**src/rtl/hazard_ctrl.sv**
```systemverilog
// hazard_ctrl: pipeline hazard and fetch control for a 5-stage in-order core.
//
// Detects RAW hazards between the instruction in ID and the one in EX, handles
// ID-stage redirects (taken branch / jump), and holds fetch while instruction
// memory is not ready. Outputs are Mealy: a function of state and current inputs.
//
// Ports:
//   clk, reset              clock; asynchronous active-high reset
//   ID_rs, ID_rt            source registers of the ID instruction
//   ID_useRt                ID instruction reads rt
//   ID_branch               ID instruction is a conditional branch resolved in ID
//   EX_rd                   destination register of the EX instruction
//   EX_regWrite, EX_memRead EX instruction writes a register / is a load
//   branch_taken, jump      redirect decided in ID this cycle
//   imem_ready              instruction memory returns a valid word this cycle
//   PCWrite                 PC update enable
//   IFID_write, IFID_flush  IF/ID hold-enable and nop-load
//   IDEX_bubble             zero ID/EX control fields this cycle
//   state                   RUN=00, STALL=01, IMEM_WAIT=10
//   stall_cnt, flush_cnt    saturating performance counters
module hazard_ctrl #(
    parameter int unsigned CNT_W = 16
) (
    input  logic             clk,
    input  logic             reset,
    input  logic [4:0]       ID_rs,
    input  logic [4:0]       ID_rt,
    input  logic             ID_useRt,
    input  logic             ID_branch,
    input  logic [4:0]       EX_rd,
    input  logic             EX_regWrite,
    input  logic             EX_memRead,
    input  logic             branch_taken,
    input  logic             jump,
    input  logic             imem_ready,
    output logic             PCWrite,
    output logic             IFID_write,
    output logic             IFID_flush,
    output logic             IDEX_bubble,
    output logic [1:0]       state,
    output logic [CNT_W-1:0] stall_cnt,
    output logic [CNT_W-1:0] flush_cnt
);

    typedef enum logic [1:0] {
        StRun       = 2'b00,
        StStall     = 2'b01,
        StImemWait  = 2'b10,
        StUnused    = 2'b11
    } state_e;

    state_e           state_q, state_d;
    logic [1:0]       stall_left_q, stall_left_d;
    logic [CNT_W-1:0] stall_cnt_q, flush_cnt_q;

    logic match;
    logic haz_load_use;
    logic haz_alu_branch;
    logic haz_load_branch;
    logic hazard;
    logic redirect;
    logic redirect_flush;

    // Hazard detection. r0 is hard-wired zero, so it never creates a dependency.
    always_comb begin
        match = (EX_rd != 5'd0) &&
                ((EX_rd == ID_rs) || (ID_useRt && (EX_rd == ID_rt)));
        haz_load_use    = EX_memRead && match && !ID_branch;
        haz_alu_branch  = ID_branch && EX_regWrite && !EX_memRead && match;
        haz_load_branch = ID_branch && EX_memRead && match;
        hazard          = haz_load_use || haz_alu_branch || haz_load_branch;
        redirect        = branch_taken || jump;
    end

    // Next-state and Mealy outputs.
    always_comb begin
        state_d        = state_q;
        stall_left_d   = stall_left_q;
        PCWrite        = 1'b1;
        IFID_write     = 1'b1;
        IFID_flush     = 1'b0;
        IDEX_bubble    = 1'b0;
        redirect_flush = 1'b0;

        unique case (state_q)
            StRun: begin
                if (hazard) begin
                    // Redirects are ignored while a hazard holds ID.
                    PCWrite     = 1'b0;
                    IFID_write  = 1'b0;
                    IDEX_bubble = 1'b1;
                    if (haz_load_branch) begin
                        // Load data is only available one cycle later still.
                        stall_left_d = 2'd1;
                        state_d      = StStall;
                    end
                end else if (redirect) begin
                    // New target is fetched next cycle regardless of imem_ready.
                    IFID_flush     = 1'b1;
                    redirect_flush = 1'b1;
                end else if (!imem_ready) begin
                    PCWrite    = 1'b0;
                    IFID_flush = 1'b1;
                    state_d    = StImemWait;
                end
            end
            StStall: begin
                PCWrite     = 1'b0;
                IFID_write  = 1'b0;
                IDEX_bubble = 1'b1;
                if (stall_left_q <= 2'd1) begin
                    stall_left_d = 2'd0;
                    state_d      = StRun;
                end else begin
                    stall_left_d = stall_left_q - 2'd1;
                end
            end
            StImemWait: begin
                // ID holds a nop here, so hazard and redirect inputs are stale.
                if (!imem_ready) begin
                    PCWrite    = 1'b0;
                    IFID_flush = 1'b1;
                end else begin
                    state_d = StRun;
                end
            end
            StUnused: begin
                state_d      = StRun;
                stall_left_d = 2'd0;
            end
            default: begin
                state_d      = StRun;
                stall_left_d = 2'd0;
            end
        endcase

        if (reset) begin
            PCWrite        = 1'b0;
            IFID_write     = 1'b0;
            IFID_flush     = 1'b1;
            IDEX_bubble    = 1'b1;
            redirect_flush = 1'b0;
        end
    end

    always_ff @(posedge clk or posedge reset) begin
        if (reset) begin
            state_q      <= StRun;
            stall_left_q <= 2'd0;
        end else begin
            state_q      <= state_d;
            stall_left_q <= stall_left_d;
        end
    end

    // Saturating performance counters.
    always_ff @(posedge clk or posedge reset) begin
        if (reset) begin
            stall_cnt_q <= '0;
            flush_cnt_q <= '0;
        end else begin
            if (IDEX_bubble && (stall_cnt_q != '1)) begin
                stall_cnt_q <= stall_cnt_q + CNT_W'(1);
            end
            if (redirect_flush && (flush_cnt_q != '1)) begin
                flush_cnt_q <= flush_cnt_q + CNT_W'(1);
            end
        end
    end

    assign state     = state_q;
    assign stall_cnt = stall_cnt_q;
    assign flush_cnt = flush_cnt_q;

endmodule

```
**config.mk**
```make
export PLATFORM = sky130hd
export DESIGN_NAME = hazard_ctrl
export DESIGN_NICKNAME = d
export VERILOG_FILES = /design/src/rtl/hazard_ctrl.sv
export SDC_FILE = /design/constraint.sdc
export NUM_CORES = 1
export LEC_CHECK = 0
export ABC_AREA = 1
export BUFFER_PORTS_ARGS = -buffer_cell sky130_fd_sc_hd__buf_2
export CAP_MARGIN = 25
export CORE_UTILIZATION = 54
export CTS_BUF_LIST = sky130_fd_sc_hd__clkbuf_16
export DETAILED_ROUTE_END_ITERATION = 12
export PLACE_DENSITY_LB_ADDON = 0.2
export REMOVE_ABC_BUFFERS = 1
export SLEW_MARGIN = 20
export SYNTH_ARGS = -nofsm -noshare
export SYNTH_HDL_FRONTEND = slang
export SYNTH_SLANG_ARGS = --single-unit
```
**constraint.sdc**
```tcl
create_clock -name clk -period 1.83 [get_ports clk]
set_input_delay 0.2745 -clock clk [delete_from_list [all_inputs] [get_ports clk]]
set_output_delay 0.2745 -clock clk [all_outputs]
set_load 0.01 [all_outputs]
```
Word level (Yosys, flattened, before mapping). Index checks and enable logic that the tools add are counted.

Register bits after elaboration: 36. Output and inout bits: 38. Word-level logic and storage cells: 74. Input bits: 24.

Multiplexer cells: 30. Reductions and logical operators: 22. $add $sub $neg: 3. Equal/unequal tests: 14. Order comparisons: 1.

Operators by type and width (number): $add A16 B1 Y16 const B (2); $ne A16 B16 Y1 const B (2); $mux W1 (16); $mux W2 (8); $logic_and A1 B1 Y1 (11); $eq A5 B5 Y1 (2); $ne A3 B3 Y1 const B (3); $ne A2 B2 Y1 const B (4); $pmux W2 S4 (1); $pmux W1 S2 (3); $pmux W2 S3 (1); $reduce_and A5 Y1 (1); $reduce_bool A5 Y1 (1); $eq A2 B2 Y1 const B (2); $logic_or A1 B1 Y1 (4); $pmux W1 S3 (1); $reduce_and A3 Y1 (1); $reduce_bool A3 Y1 (1); $eq A2 B1 Y1 const B (1); $le A2 B1 Y1 const B (1); $logic_not A1 Y1 (2); $logic_not A2 Y1 (1); $sub A2 B1 Y2 const B (1).

Depth between registers and ports, before layout.
Depth after elaboration: 12. Depth in mapped cells: 13. Mapped depth without buffers: 13.

Worst setup path before layout. OpenSTA, ideal clock, no wires.

Path kind: input-to-reg. Start: input reset. End: register flush_cnt_q[6] (netlist: flush_cnt[6]). Setup slack: -0.049 ns. Library setup time: 0.065 ns. Buffers on the path: 2. Data required time: 1.765 ns. Arrival: 1.814 ns. Cell stages on the path: 7. Cell sequence: inv_1 nand2_1 nor2_4 buf_6 buf_12 nand3_2 nand2_1.

Longest elaborated chain between the ends: 2.

Ends and longest elaborated chain: start, declared (line 25) `input logic reset,`; $mux W1 (line 137) `if (reset) begin`; $logic_and A1 B1 Y1 (line 165) `if (redirect_flush && (flush_cnt_q != '1)) begin`; end signal, assigned (line 166) `flush_cnt_q <= flush_cnt_q + CNT_W'(1);`; end, declared (line 54) `logic [CNT_W-1:0] stall_cnt_q, flush_cnt_q;`.

Every way passes these cells. A chain may end at the register's enable or synchronous reset.

Final worst setup path.
Start: register state_q[0] (netlist: state[0]). End: output IFID_write.

Longest elaborated chain between the ends: 3. Elaborated cells on any way between the ends: 4. Classes of those cells: eq/ne: 1; mux: 2; reduce/logical: 1.

Ends and longest elaborated chain: start, declared (line 52) `state_e state_q, state_d;`; start signal, assigned (line 148) `state_q <= StRun;`; start signal, assigned (line 151) `state_q <= state_d;`; $eq A2 B1 Y1 / $logic_not A2 Y1 (equally long branches) (line 85) `unique case (state_q)`; $pmux W1 S2 * (line 85); $mux W1 * (line 137); end, declared (line 37) `output logic IFID_write,`.

Every way passes the cells marked *; elsewhere a longest branch is shown, timed or not.

==> results.md <==
* Status: finished clean
* Yosys warns at 0
* Die X at between 60 and 70 um
* Crit path capture type: output pin
* Setup TNS at 0 ns
* Crit path DAT at approximately 1.5 ns
* Vias at 2413
* Post-Syn Instances at ~340
* R2r setup slk at roughly 0.13 ns
* DR pass1 iterations at 4
* Final setup viols at 0
* WL/cell at approximately 12 um
* Post-synth ARST share at 1.00
* Starting Density at 0.566
* Layout area overhead at 28.1%
* CTS tree: done
* Longest Clk Path Bufs at 2
* Worst setup SP type: flip-flop
* Post-synthesis cell area at roughly 2500 um^2
* R2r startpoint: stall_cnt[0]$_DFFE_PP0P_
* Number of synthesized register bits at 36
* Clock skew at 0.00446 ns
* Cell with the most instances after synthesis: nand2_1
* Min Clock Period, post-route at 1.79 ns
* Die ar. at around 4900 um^2
* Max-cap violations at 0
* Root buf cell: clkbuf_16
* Floorplan core area at around 4400 um^2
* H-tree depth at 2
* Most frequent cells after synthesis: nand2_1 (113), inv_1 (53), dfrtp_1 (36), nand3_1 (29), nor2_1 (25)
* FILL cells at around 370
* Vias in the first global route at between 2000 and 2500
* Max IR drop VDD at between 0.7 and 0.8 mV
* Largest net degree at the start of global routing at 30
* Post-synthesis cell type count at 29
* Area contributors post-synth: dfrtp_1 (36%), nand2_1 (17%), inv_1 (8.0%)
* Top cell type's share of synthesized area at 0.363
* Initial antenna violation count at 0
* Primary FF master, synth: dfrtp_1
* CTS buffer count at 5
* Leak pwr at roughly 1.7 nW
* Maximum clock frequency at between 500 and 600 MHz
* Mean Syn Cell Area at 7.21 um^2
* Setup slack at placement at roughly 0.095 ns
* Layout cells sized above 1 at 0.295
* Critical setup path kind: reg -> out
* First-pass GRT wire length at around 9300 um
* CP max FO at 9
* All-Layer GR Usage at 0.235
* Cell taking the most area after synthesis: dfrtp_1
* Final WL at between 5000 and 6000 um
* CTS sink count at 36
* EDFF count, synth at 0
* Reg2reg path depth at 9
* PwrDens at 1080 nW/um^2
* Unrepaired setup endpoints after global routing: yes
* Slew HR at 0.676
* Antenna-violating nets left at 0
* Post-DR vias/cell at slightly above 5
* Cts hold-fix bufs at 0
* Clk pin slew, worst setup/hold paths at approximately 0.06 ns
* GPL Wtd Cong at about 0.8
* Worst-skew pair later-pin latency at between 0.2 and 0.3 ns
* DRT iter0 DRCs at 128
* Detailed Place HPWL at 3960 um
* Remaining DRCs at 0
* CP Data Required Time at about 1.6 ns
* Io pins at 62
* Final Hold Viols at 0
* Total grt overflow at 0
* Port Buffers at 61
* R2R Path End: stall_cnt[11]$_DFFE_PP0P_
* Nets at approximately 450
* Cell row count at 24
* Worst slew pin tran at around 0.48 ns
* N_diodes at 0
* Slew Limit Fails at 0
* Final worst slack at roughly 0.036 ns
* Seq/Total Area, Yosys at 0.363
* Die Y at 69.8 um
* Worst hold path type: in -> async
* Final period utilization at 0.980
-- report_power, final --
group	internal, W	switching [W]	total, W
Sequential	0.00100	0.000244	0.00124
Clock	0.000639	0.000321	0.000961
Combinational	0.000535	0.000685	0.00122
Total	0.00218	0.00125	0.00343
-- cell type report --
class                      instances  area, um^2  share of cell area
clock buffer                       5         125              0.0394
tap                               52        65.1              0.0205
sequential                        36         902               0.284
inverter                          56         210              0.0661
multi-input combinational        247        1370               0.430
clock inverter                     3        42.5              0.0134
timing repair buffer              77         468               0.147
-- worst max-delay path: stages (launching register included) --
cell	delay [ns]
dfrtp_2	0.46
inv_1	0.07
nor2_1	0.06
nor2_1	0.24
nand2_4	0.15
inv_1	0.12
buf_2	0.14
-- placed cells by master (no fill, tap or decap), types with 2 or more instances in the layout --
cell and n:
dfrtp_1 35, nand2_1 112, nand3_2 4, nor3_1 5
buf_6 4, nor2_1 21, xor2_1 19, nor4_1 4
clkbuf_16 5, nand3_4 2, buf_2 55, o21ai_0 8
buf_4 17, nor2_4 4, nand2_4 2, nor3_2 3
nand3_1 28, xnor2_1 6, nand4_1 7, ha_2 2
inv_1 50, o21ai_2 8, nand2_2 3, nor2_2 2
inv_2 6
-- kinds of logic after synthesis --
kind of cell	Yosys count	synth area share
AOI/OAI and AO/OA	19	0.0524
xor gates and xnor gates	26	0.0948
adders and majority gates	2	0.0101
buffers and inverters	61	0.108
DFF	36	0.363
and+or+nand+nor	200	0.371
-- per-layer routing --
metal	routed length, um	up-vias	track usage
met2	2810	61	0.400
li1	-	1228	-
met4	27	0	0.0644
met5	0	-	0
met3	282	2	0.0523
met1	2480	1122	0.300
-- flip-flops by register name, indices dropped and copies added, names as in the netlist --
signal / flops
stall_left_q: 2
flush_cnt: 16
stall_cnt: 16
state: 2
-- worst max-delay path by stage --
stage,startpoint,to,slack [ns],cells after the start
global placement,EX_rd[4],IFID_write,0.15,11
CTS,state[0]$_DFFE_PP0P_,IFID_write,0.05,5
floorplan,reset,flush_cnt[7]$_DFFE_PP0P_,-0.31,6
global route,state[0]$_DFFE_PP0P_,IFID_write,-0.04,6
finish,state[0]$_DFFE_PP0P_,IFID_write,0.04,6
detailed placement,stall_cnt[0]$_DFFE_PP0P_,stall_cnt[11]$_DFFE_PP0P_,0.1,9
-- repair_timing --
item,in CTS,in global routing
setup buffers,0,7
resized for setup,0,27
setup endpoints to repair,0,22
-- per-stage QoR --
stage / cells / util / total power, W / area, um^2 / hold WS (ns)
2_1_floorplan: 339 / - / 0.00194 / 2420 / 0.465
3_3_place_gp: 461 / 0.655 / 0.00236 / 2870 / 0.376
3_5_place_dp: 461 / 0.655 / 0.00238 / 2870 / 0.374
4_1_cts: 469 / 0.693 / 0.00337 / 3040 / 0.0781
5_1_grt: 476 / 0.725 / 0.00367 / 3180 / 0.109
6_report: 476 / 0.725 / 0.00343 / 3180 / 0.0752
(Power assumes the default switching activity.)
